$ cat src/rtl/rec2pol_arbiter_if.sv
// Purpose : bundles the two requester channels and the rec2pol_all datapath
//           channel of rec2pol_arbiter into one interface.
// Latency : none, wiring only.
// Backpressure: none here; requesters watch busyN, the datapath is paced by dp_busy.
//
// Signals (arbiter view, modport slave):
//   start0/1, x0/1, y0/1      in   requester start pulse and operands
//   busy0/1, done0/1, err0/1  out  requester status pulses/levels
//   mod0/1, angle0/1          out  requester results, held until the next done
//   dp_start, dp_x, dp_y      out  job launch towards rec2pol_all
//   dp_busy, dp_mod, dp_angle in   rec2pol_all status and results
// Modport master is the opposite side (port logic plus datapath, or a bench).
interface rec2pol_arbiter_if #(
  parameter int W = 32
);
  logic                start0;
  logic signed [W-1:0] x0;
  logic signed [W-1:0] y0;
  logic                busy0;
  logic                done0;
  logic                err0;
  logic signed [W-1:0] mod0;
  logic signed [W-1:0] angle0;

  logic                start1;
  logic signed [W-1:0] x1;
  logic signed [W-1:0] y1;
  logic                busy1;
  logic                done1;
  logic                err1;
  logic signed [W-1:0] mod1;
  logic signed [W-1:0] angle1;

  logic                dp_start;
  logic signed [W-1:0] dp_x;
  logic signed [W-1:0] dp_y;
  logic                dp_busy;
  logic signed [W-1:0] dp_mod;
  logic signed [W-1:0] dp_angle;

  modport slave (
    input  start0, x0, y0, start1, x1, y1,
    input  dp_busy, dp_mod, dp_angle,
    output busy0, done0, err0, mod0, angle0,
    output busy1, done1, err1, mod1, angle1,
    output dp_start, dp_x, dp_y
  );

  modport master (
    output start0, x0, y0, start1, x1, y1,
    output dp_busy, dp_mod, dp_angle,
    input  busy0, done0, err0, mod0, angle0,
    input  busy1, done1, err1, mod1, angle1,
    input  dp_start, dp_x, dp_y
  );
endinterface

$ cat src/rtl/rec2pol_arbiter.sv
// Purpose : shares one rec2pol_all datapath between two requesters, round-robin.
// Latency : startN to doneN is 4 cycles plus the datapath busy time (idle unit).
// Backpressure: a second startN while busyN=1 is dropped; jobs queue one per requester.
//
// Ports:
//   clock, reset_n  master clock, asynchronous active-low reset
//   bus (slave)     requester 0/1 channels and the rec2pol_all channel,
//                   see rec2pol_arbiter_if
// Parameters: W operand/result width, TIMEOUT_CYC watchdog limit.
// Optional feature: define REC2POL_ARB_TIMEOUT_EN to enable the watchdog that
// aborts a job stuck in the datapath and pulses errN; otherwise errN is 0 and
// the unit waits on dp_busy forever.
module rec2pol_arbiter #(
  parameter int W           = 32,
  parameter int TIMEOUT_CYC = 1024
) (
  input logic             clock,
  input logic             reset_n,
  rec2pol_arbiter_if.slave bus
);

  typedef enum logic [2:0] {
    IDLE   = 3'd0,
    LAUNCH = 3'd1,
    WAITHI = 3'd2,
    WAITLO = 3'd3,
    DONE   = 3'd4
  } state_t;

  // A watchdog limit below 2 cannot count anything useful; nothing is built either way.
  if (TIMEOUT_CYC < 2) begin : g_timeout_cfg_bad
  end

  state_t               state_q, state_d;
  logic [1:0]           pend_q, pend_d;
  logic                 ptr_q, ptr_d;     // requester that wins a tie
  logic                 owner_q, owner_d;
  logic [1:0][W-1:0]    opx_q, opx_d;
  logic [1:0][W-1:0]    opy_q, opy_d;
  logic [1:0][W-1:0]    mod_q, mod_d;
  logic [1:0][W-1:0]    ang_q, ang_d;
  logic [W-1:0]         dp_x_q, dp_x_d;
  logic [W-1:0]         dp_y_q, dp_y_d;
  logic                 dp_start_q, dp_start_d;
  logic [1:0]           done_q, done_d;
  logic [1:0]           err_q, err_d;

  logic [1:0]           start_in;
  logic [1:0][W-1:0]    x_in;
  logic [1:0][W-1:0]    y_in;
  logic                 grant;

  assign start_in = {bus.start1, bus.start0};
  assign x_in     = {bus.x1, bus.x0};
  assign y_in     = {bus.y1, bus.y0};

  // Only one pending: take it. Both pending: the one not served last.
  assign grant = (pend_q == 2'b11) ? ptr_q : pend_q[1];

`ifdef REC2POL_ARB_TIMEOUT_EN
  localparam int CNT_W = $clog2(TIMEOUT_CYC);
  localparam logic [CNT_W-1:0] CNT_LAST = CNT_W'(TIMEOUT_CYC - 1);

  logic [CNT_W-1:0] cnt_q, cnt_d;
  logic             expired;

  assign expired = (cnt_q == CNT_LAST);
`endif

  always_comb begin
    state_d    = state_q;
    pend_d     = pend_q;
    ptr_d      = ptr_q;
    owner_d    = owner_q;
    opx_d      = opx_q;
    opy_d      = opy_q;
    mod_d      = mod_q;
    ang_d      = ang_q;
    dp_x_d     = dp_x_q;
    dp_y_d     = dp_y_q;
    dp_start_d = 1'b0;
    done_d     = 2'b00;
    err_d      = 2'b00;
`ifdef REC2POL_ARB_TIMEOUT_EN
    cnt_d      = cnt_q;
`endif

    // Accept a new job only from an idle requester; a busy one keeps its operands.
    // The owner's pend is always set here, so this never collides with the clear below.
    for (int i = 0; i < 2; i++) begin
      if (start_in[i] && !pend_q[i]) begin
        pend_d[i] = 1'b1;
        opx_d[i]  = x_in[i];
        opy_d[i]  = y_in[i];
      end
    end

    case (state_q)
      IDLE: begin
        if (|pend_q) begin
          owner_d    = grant;
          ptr_d      = ~grant;
          dp_x_d     = opx_q[grant];
          dp_y_d     = opy_q[grant];
          dp_start_d = 1'b1;   // registered, so high exactly during LAUNCH
          state_d    = LAUNCH;
`ifdef REC2POL_ARB_TIMEOUT_EN
          cnt_d      = '0;
`endif
        end
      end

      LAUNCH: begin
        state_d = WAITHI;
      end

      WAITHI: begin
`ifdef REC2POL_ARB_TIMEOUT_EN
        if (expired) begin
          err_d[owner_q]  = 1'b1;
          pend_d[owner_q] = 1'b0;
          state_d         = IDLE;
        end else begin
          cnt_d = cnt_q + 1'b1;
          if (bus.dp_busy) state_d = WAITLO;
        end
`else
        if (bus.dp_busy) state_d = WAITLO;
`endif
      end

      WAITLO: begin
`ifdef REC2POL_ARB_TIMEOUT_EN
        // A completion seen on the last counted cycle still wins over the abort.
        if (!bus.dp_busy) begin
          state_d = DONE;
        end else if (expired) begin
          err_d[owner_q]  = 1'b1;
          pend_d[owner_q] = 1'b0;
          state_d         = IDLE;
        end else begin
          cnt_d = cnt_q + 1'b1;
        end
`else
        if (!bus.dp_busy) state_d = DONE;
`endif
      end

      DONE: begin
        mod_d[owner_q]  = bus.dp_mod;
        ang_d[owner_q]  = bus.dp_angle;
        done_d[owner_q] = 1'b1;
        pend_d[owner_q] = 1'b0;
        state_d         = IDLE;
      end

      default: begin
        state_d = IDLE;
      end
    endcase
  end

  always_ff @(posedge clock or negedge reset_n) begin
    if (!reset_n) begin
      state_q    <= IDLE;
      pend_q     <= 2'b00;
      ptr_q      <= 1'b0;
      owner_q    <= 1'b0;
      opx_q      <= '0;
      opy_q      <= '0;
      mod_q      <= '0;
      ang_q      <= '0;
      dp_x_q     <= '0;
      dp_y_q     <= '0;
      dp_start_q <= 1'b0;
      done_q     <= 2'b00;
      err_q      <= 2'b00;
    end else begin
      state_q    <= state_d;
      pend_q     <= pend_d;
      ptr_q      <= ptr_d;
      owner_q    <= owner_d;
      opx_q      <= opx_d;
      opy_q      <= opy_d;
      mod_q      <= mod_d;
      ang_q      <= ang_d;
      dp_x_q     <= dp_x_d;
      dp_y_q     <= dp_y_d;
      dp_start_q <= dp_start_d;
      done_q     <= done_d;
      err_q      <= err_d;
    end
  end

`ifdef REC2POL_ARB_TIMEOUT_EN
  always_ff @(posedge clock or negedge reset_n) begin
    if (!reset_n) begin
      cnt_q <= '0;
    end else begin
      cnt_q <= cnt_d;
    end
  end

  assign bus.err0 = err_q[0];
  assign bus.err1 = err_q[1];
`else
  assign bus.err0 = 1'b0;
  assign bus.err1 = 1'b0;
`endif

  // busyN is the pending flag itself, so it drops on the same edge that raises doneN/errN.
  assign bus.busy0    = pend_q[0];
  assign bus.busy1    = pend_q[1];
  assign bus.done0    = done_q[0];
  assign bus.done1    = done_q[1];
  assign bus.mod0     = mod_q[0];
  assign bus.mod1     = mod_q[1];
  assign bus.angle0   = ang_q[0];
  assign bus.angle1   = ang_q[1];
  assign bus.dp_start = dp_start_q;
  assign bus.dp_x     = dp_x_q;
  assign bus.dp_y     = dp_y_q;

endmodule

$ cat src/flat_wrapper.sv
// flat-port wrapper written by rule: the top's interface ports become plain ports
module rec2pol_arbiter_flat 
#(
  parameter int W           = 32,
  parameter int TIMEOUT_CYC = 1024
)
  (clock, reset_n, bus_start0, bus_x0, bus_y0, bus_start1, bus_x1, bus_y1, bus_dp_busy, bus_dp_mod, bus_dp_angle, bus_busy0, bus_done0, bus_err0, bus_mod0, bus_angle0, bus_busy1, bus_done1, bus_err1, bus_mod1, bus_angle1, bus_dp_start, bus_dp_x, bus_dp_y);
  rec2pol_arbiter_if #(.W(W)) bus_i ();
  input logic clock;
  input logic reset_n;
  input wire logic [$bits(bus_i.start0)-1:0] bus_start0;
  input wire logic [$bits(bus_i.x0)-1:0] bus_x0;
  input wire logic [$bits(bus_i.y0)-1:0] bus_y0;
  input wire logic [$bits(bus_i.start1)-1:0] bus_start1;
  input wire logic [$bits(bus_i.x1)-1:0] bus_x1;
  input wire logic [$bits(bus_i.y1)-1:0] bus_y1;
  input wire logic [$bits(bus_i.dp_busy)-1:0] bus_dp_busy;
  input wire logic [$bits(bus_i.dp_mod)-1:0] bus_dp_mod;
  input wire logic [$bits(bus_i.dp_angle)-1:0] bus_dp_angle;
  output wire logic [$bits(bus_i.busy0)-1:0] bus_busy0;
  output wire logic [$bits(bus_i.done0)-1:0] bus_done0;
  output wire logic [$bits(bus_i.err0)-1:0] bus_err0;
  output wire logic [$bits(bus_i.mod0)-1:0] bus_mod0;
  output wire logic [$bits(bus_i.angle0)-1:0] bus_angle0;
  output wire logic [$bits(bus_i.busy1)-1:0] bus_busy1;
  output wire logic [$bits(bus_i.done1)-1:0] bus_done1;
  output wire logic [$bits(bus_i.err1)-1:0] bus_err1;
  output wire logic [$bits(bus_i.mod1)-1:0] bus_mod1;
  output wire logic [$bits(bus_i.angle1)-1:0] bus_angle1;
  output wire logic [$bits(bus_i.dp_start)-1:0] bus_dp_start;
  output wire logic [$bits(bus_i.dp_x)-1:0] bus_dp_x;
  output wire logic [$bits(bus_i.dp_y)-1:0] bus_dp_y;
  assign bus_i.start0 = bus_start0;
  assign bus_i.x0 = bus_x0;
  assign bus_i.y0 = bus_y0;
  assign bus_i.start1 = bus_start1;
  assign bus_i.x1 = bus_x1;
  assign bus_i.y1 = bus_y1;
  assign bus_i.dp_busy = bus_dp_busy;
  assign bus_i.dp_mod = bus_dp_mod;
  assign bus_i.dp_angle = bus_dp_angle;
  assign bus_busy0 = bus_i.busy0;
  assign bus_done0 = bus_i.done0;
  assign bus_err0 = bus_i.err0;
  assign bus_mod0 = bus_i.mod0;
  assign bus_angle0 = bus_i.angle0;
  assign bus_busy1 = bus_i.busy1;
  assign bus_done1 = bus_i.done1;
  assign bus_err1 = bus_i.err1;
  assign bus_mod1 = bus_i.mod1;
  assign bus_angle1 = bus_i.angle1;
  assign bus_dp_start = bus_i.dp_start;
  assign bus_dp_x = bus_i.dp_x;
  assign bus_dp_y = bus_i.dp_y;
  rec2pol_arbiter #(.W(W), .TIMEOUT_CYC(TIMEOUT_CYC)) u_core (.clock(clock), .reset_n(reset_n), .bus(bus_i));
endmodule
$ cat config.mk
export PLATFORM = sky130hd
export DESIGN_NAME = rec2pol_arbiter_flat
export DESIGN_NICKNAME = d
export VERILOG_FILES = /design/src/rtl/rec2pol_arbiter_if.sv /design/src/rtl/rec2pol_arbiter.sv /design/src/flat_wrapper.sv
export SDC_FILE = /design/constraint.sdc
export NUM_CORES = 1
export LEC_CHECK = 0
export BUFFER_PORTS_ARGS = -buffer_cell sky130_fd_sc_hd__buf_2
export CAP_MARGIN = 20
export CORE_MARGIN = 3
export CORE_UTILIZATION = 50
export CTS_CLUSTER_DIAMETER = 80
export DETAILED_ROUTE_END_ITERATION = 16
export PLACE_DENSITY = 0.79
export SYNTH_ARGS = -nofsm -noshare
export SYNTH_HDL_FRONTEND = slang
export SYNTH_SLANG_ARGS = --single-unit
$ cat constraint.sdc
create_clock -name clock -period 2.1 [get_ports clock]
set_clock_uncertainty 0.1 [all_clocks]
set_input_delay 0.105 -clock clock [delete_from_list [all_inputs] [get_ports clock]]
set_output_delay 0.105 -clock clock [all_outputs]
set_load 0.1 [all_outputs]
==> results.md <==
* Drt wl/cell at 22.3 um
* Main combinational cell family by area after synthesis: multiplexers
* Post-Route WL at 40.7 mm
* RR Startpoint: u_core.state_q[1]
* Period Utilization, post-route at 0.899
* Clock sink count at 330
* Seq/Total Area, Yosys at 0.620
* Slew HR at 0.624
* Mux share of post-synthesis cell area at 0.228
* Final core utilization at 0.724
* Gr ovfl total at 0
* Via count at 10200
* CORE AREA at 26100 um^2
* Worst-Margin Slew at 0.564 ns
* GPL Wtd Cong at 0.859
* Startpoint types: flop
* Fmax at 529 MHz
* Root Buffer: clkbuf_16
* First-pass GRT wire length at 63.2 mm
* Finished Layout Cells at 1827
* Xor/xnor share of the synthesized area at 0
* Fin crit period at 1.89 ns
* Clk Latency, worst-skew pair at 0.51 ns
* Post-synthesis compound-gate area fraction at 0.0503
* Simple-Gate Fraction of Synth Area at 0.0690
* DRT Pass-1 Iters at 5
* Via/cell ratio at 5.57
* Io pins at 396
* Origin of the worst setup path: u_core.state_q[1]
* Die ar. at 28600 um^2
* R2r worst-path depth at 3
* Share of cells above drive strength 1 at 0.534
* Die W at 169 um
* Mapped Area at 13300 um^2
* Post-synthesis cell count at 871
* Post-route ant nets at 0
* Final net count at 1660
* Cts bufs inserted at 36
* Die Y at 169 um
* Post_cts resized at 0
* Largest net degree at the start of global routing at 79
* Unrepaired setup endpoints after global routing: false
* Number of global-route vias before repair at 11000
* CTS H-tree lvls at 2
* Detailed placement HPWL at 24.0 mm
* CP Class: flop to flop
* Library cells used by synthesis at 23
* Max cap viols at 0
* Cells after DPL at 1564
* # port buffers at 393
* Outcome: finished, final reports clean
* Area growth from synthesis to layout at 42.0%
* Worst hold slack at 0.0531 ns
* Max Root-Sink Buffers at 3
* Sequential cell area at 8260 um^2
* Total Routing Usage GR at 0.280
* Routing usage on met3 at 0.0652
* Busiest grt layer: met2
* Initial Utilization at 0.510
* Fin. max-slew vios at 0
* GRT met2 Usage at 0.479
* Worst-path clk slew at 0.06 ns
* #FFs+latches synth at 330
* Syn avg cell area at 15.3 um^2
* CP Data Required Time at 2.38 ns
* Type of destination of the critical path: flop
* DR DRC count at 0
* Final hold vios at 0
* Antenna violations before repair at 2
* CTS tree: done
* # fillers at 1569
* Synthesis Warnings at 0
* Crit-path max FO at 66
* Area of the multi-input gates at 4680 um^2
* Initial DRC count at 678
* Site Rows at 59
* Setup TNS at 0 ns
* Met1 usage at 0.333
* Critical Path AT at 2.17 ns
* Final Setup Violations at 0
* Post-Synth Adder-Cell Area at 0
* Min-Delay Path Class: input port to asynchronous set/reset pin
## cells in the final DEF (no fill, tap or decap), drive strengths merged, types with 3 or more instances in the layout
master	count
clkbuf	54
dlygate4sd3	196
mux2	256
nand2	67
nor2	6
a221o	64
dfrtp	330
buf	423
nor3	67
nor2b	3
clkinvlp	3
clkinv	6
## metal layers
| metal | wire length, um | vias to the layer above |
|---|---|---|
| li1 | - | 4337 |
| met5 | 0 | - |
| met3 | 3060 | 145 |
| met1 | 14900 | 5147 |
| met4 | 2120 | 0 |
| met2 | 20700 | 553 |
## timing repair
action / CTS / global route
hold buffers: 196 / 0
endpoints found under the setup margin: 0 / 0
endpoints found under the hold margin: 537 / 0
setup buffers: 0 / 0
## metrics by stage
step                      worst slack [ns]  area, um^2
final                                0.211       18900
after detailed placement             0.251       15800
after floorplan                      0.125       13300
after global placement               0.308       15800
after CTS                            0.244       18900
after global routing                 0.147       18900
## worst paths after layout
kind / end / slack, ns
max: u_core.bus.mod0[25] / 0.21
min: u_core.bus.dp_y[0] / 0.05
max reg2reg: u_core.bus.mod0[25] / 0.21
min reg2reg: u_core.bus.dp_x[9] / 0.40
max in group asynchronous: u_core.opy_q[63] / 1.02
min in group clock: u_core.opy_q[28] / 0.25
## layout make-up
class,count,share of cell area
timing repair buffer,619,0.230
antenna,2,0.000265
clock buffer,54,0.0577
multi-input combinational,475,0.248
inverter,1,0.000198
tap,335,0.0222
sequential,330,0.437
clock inverter,11,0.00542
## cells by family (layout without fill, tap and decap cells)
kind of cell	after synthesis	count (layout)
flops	330	330
mux	256	256
simple gates	148	148
compound gates	69	69
buf+inv	67	685
other cells	1	4
## Yosys cell counts
library cell,count,area [um^2]
nor3_1,17,85.1
and3_1,2,12.5
or3_1,1,6.26
nor3b_1,1,7.51
buf_4,4,30.0
nor4b_2,1,15.0
a221o_1,64,641
inv_1,1,3.75
nor3_2,50,500
conb_1,1,3.75
buf_2,29,145
buf_6,18,203
a21o_1,2,15.0
mux2_2,216,2430
o21ai_0,1,5.00
dfrtp_1,330,8260
nand2_1,67,251
o21ai_1,1,5.00
nor2b_1,3,18.8
mux2_4,40,601
nor2_1,6,22.5
clkbuf_1,15,56.3
a21oi_1,1,5.00
## flip-flops by register name, indices dropped and copies added (netlist names)
register and count:
u_core.bus.angle0 32, u_core.bus.angle1 32, u_core.bus.dp_start 1, u_core.bus.dp_x 32, u_core.bus.dp_y 32, u_core.bus.mod0 32
u_core.bus.mod1 32, u_core.done_q 2, u_core.opx_q 64, u_core.opy_q 64, u_core.owner_q 1, u_core.pend_q 2
u_core.ptr_q 1, u_core.state_q 3
## critical path: stages (launching register included)
cell     delay (ns)
dfrtp_1        0.46
nor4b_4        0.37
buf_12         0.35
mux2_2         0.42
Power is not shown: default switching activity piles up to over one toggle a cycle in this logic, so the estimate is an artifact.
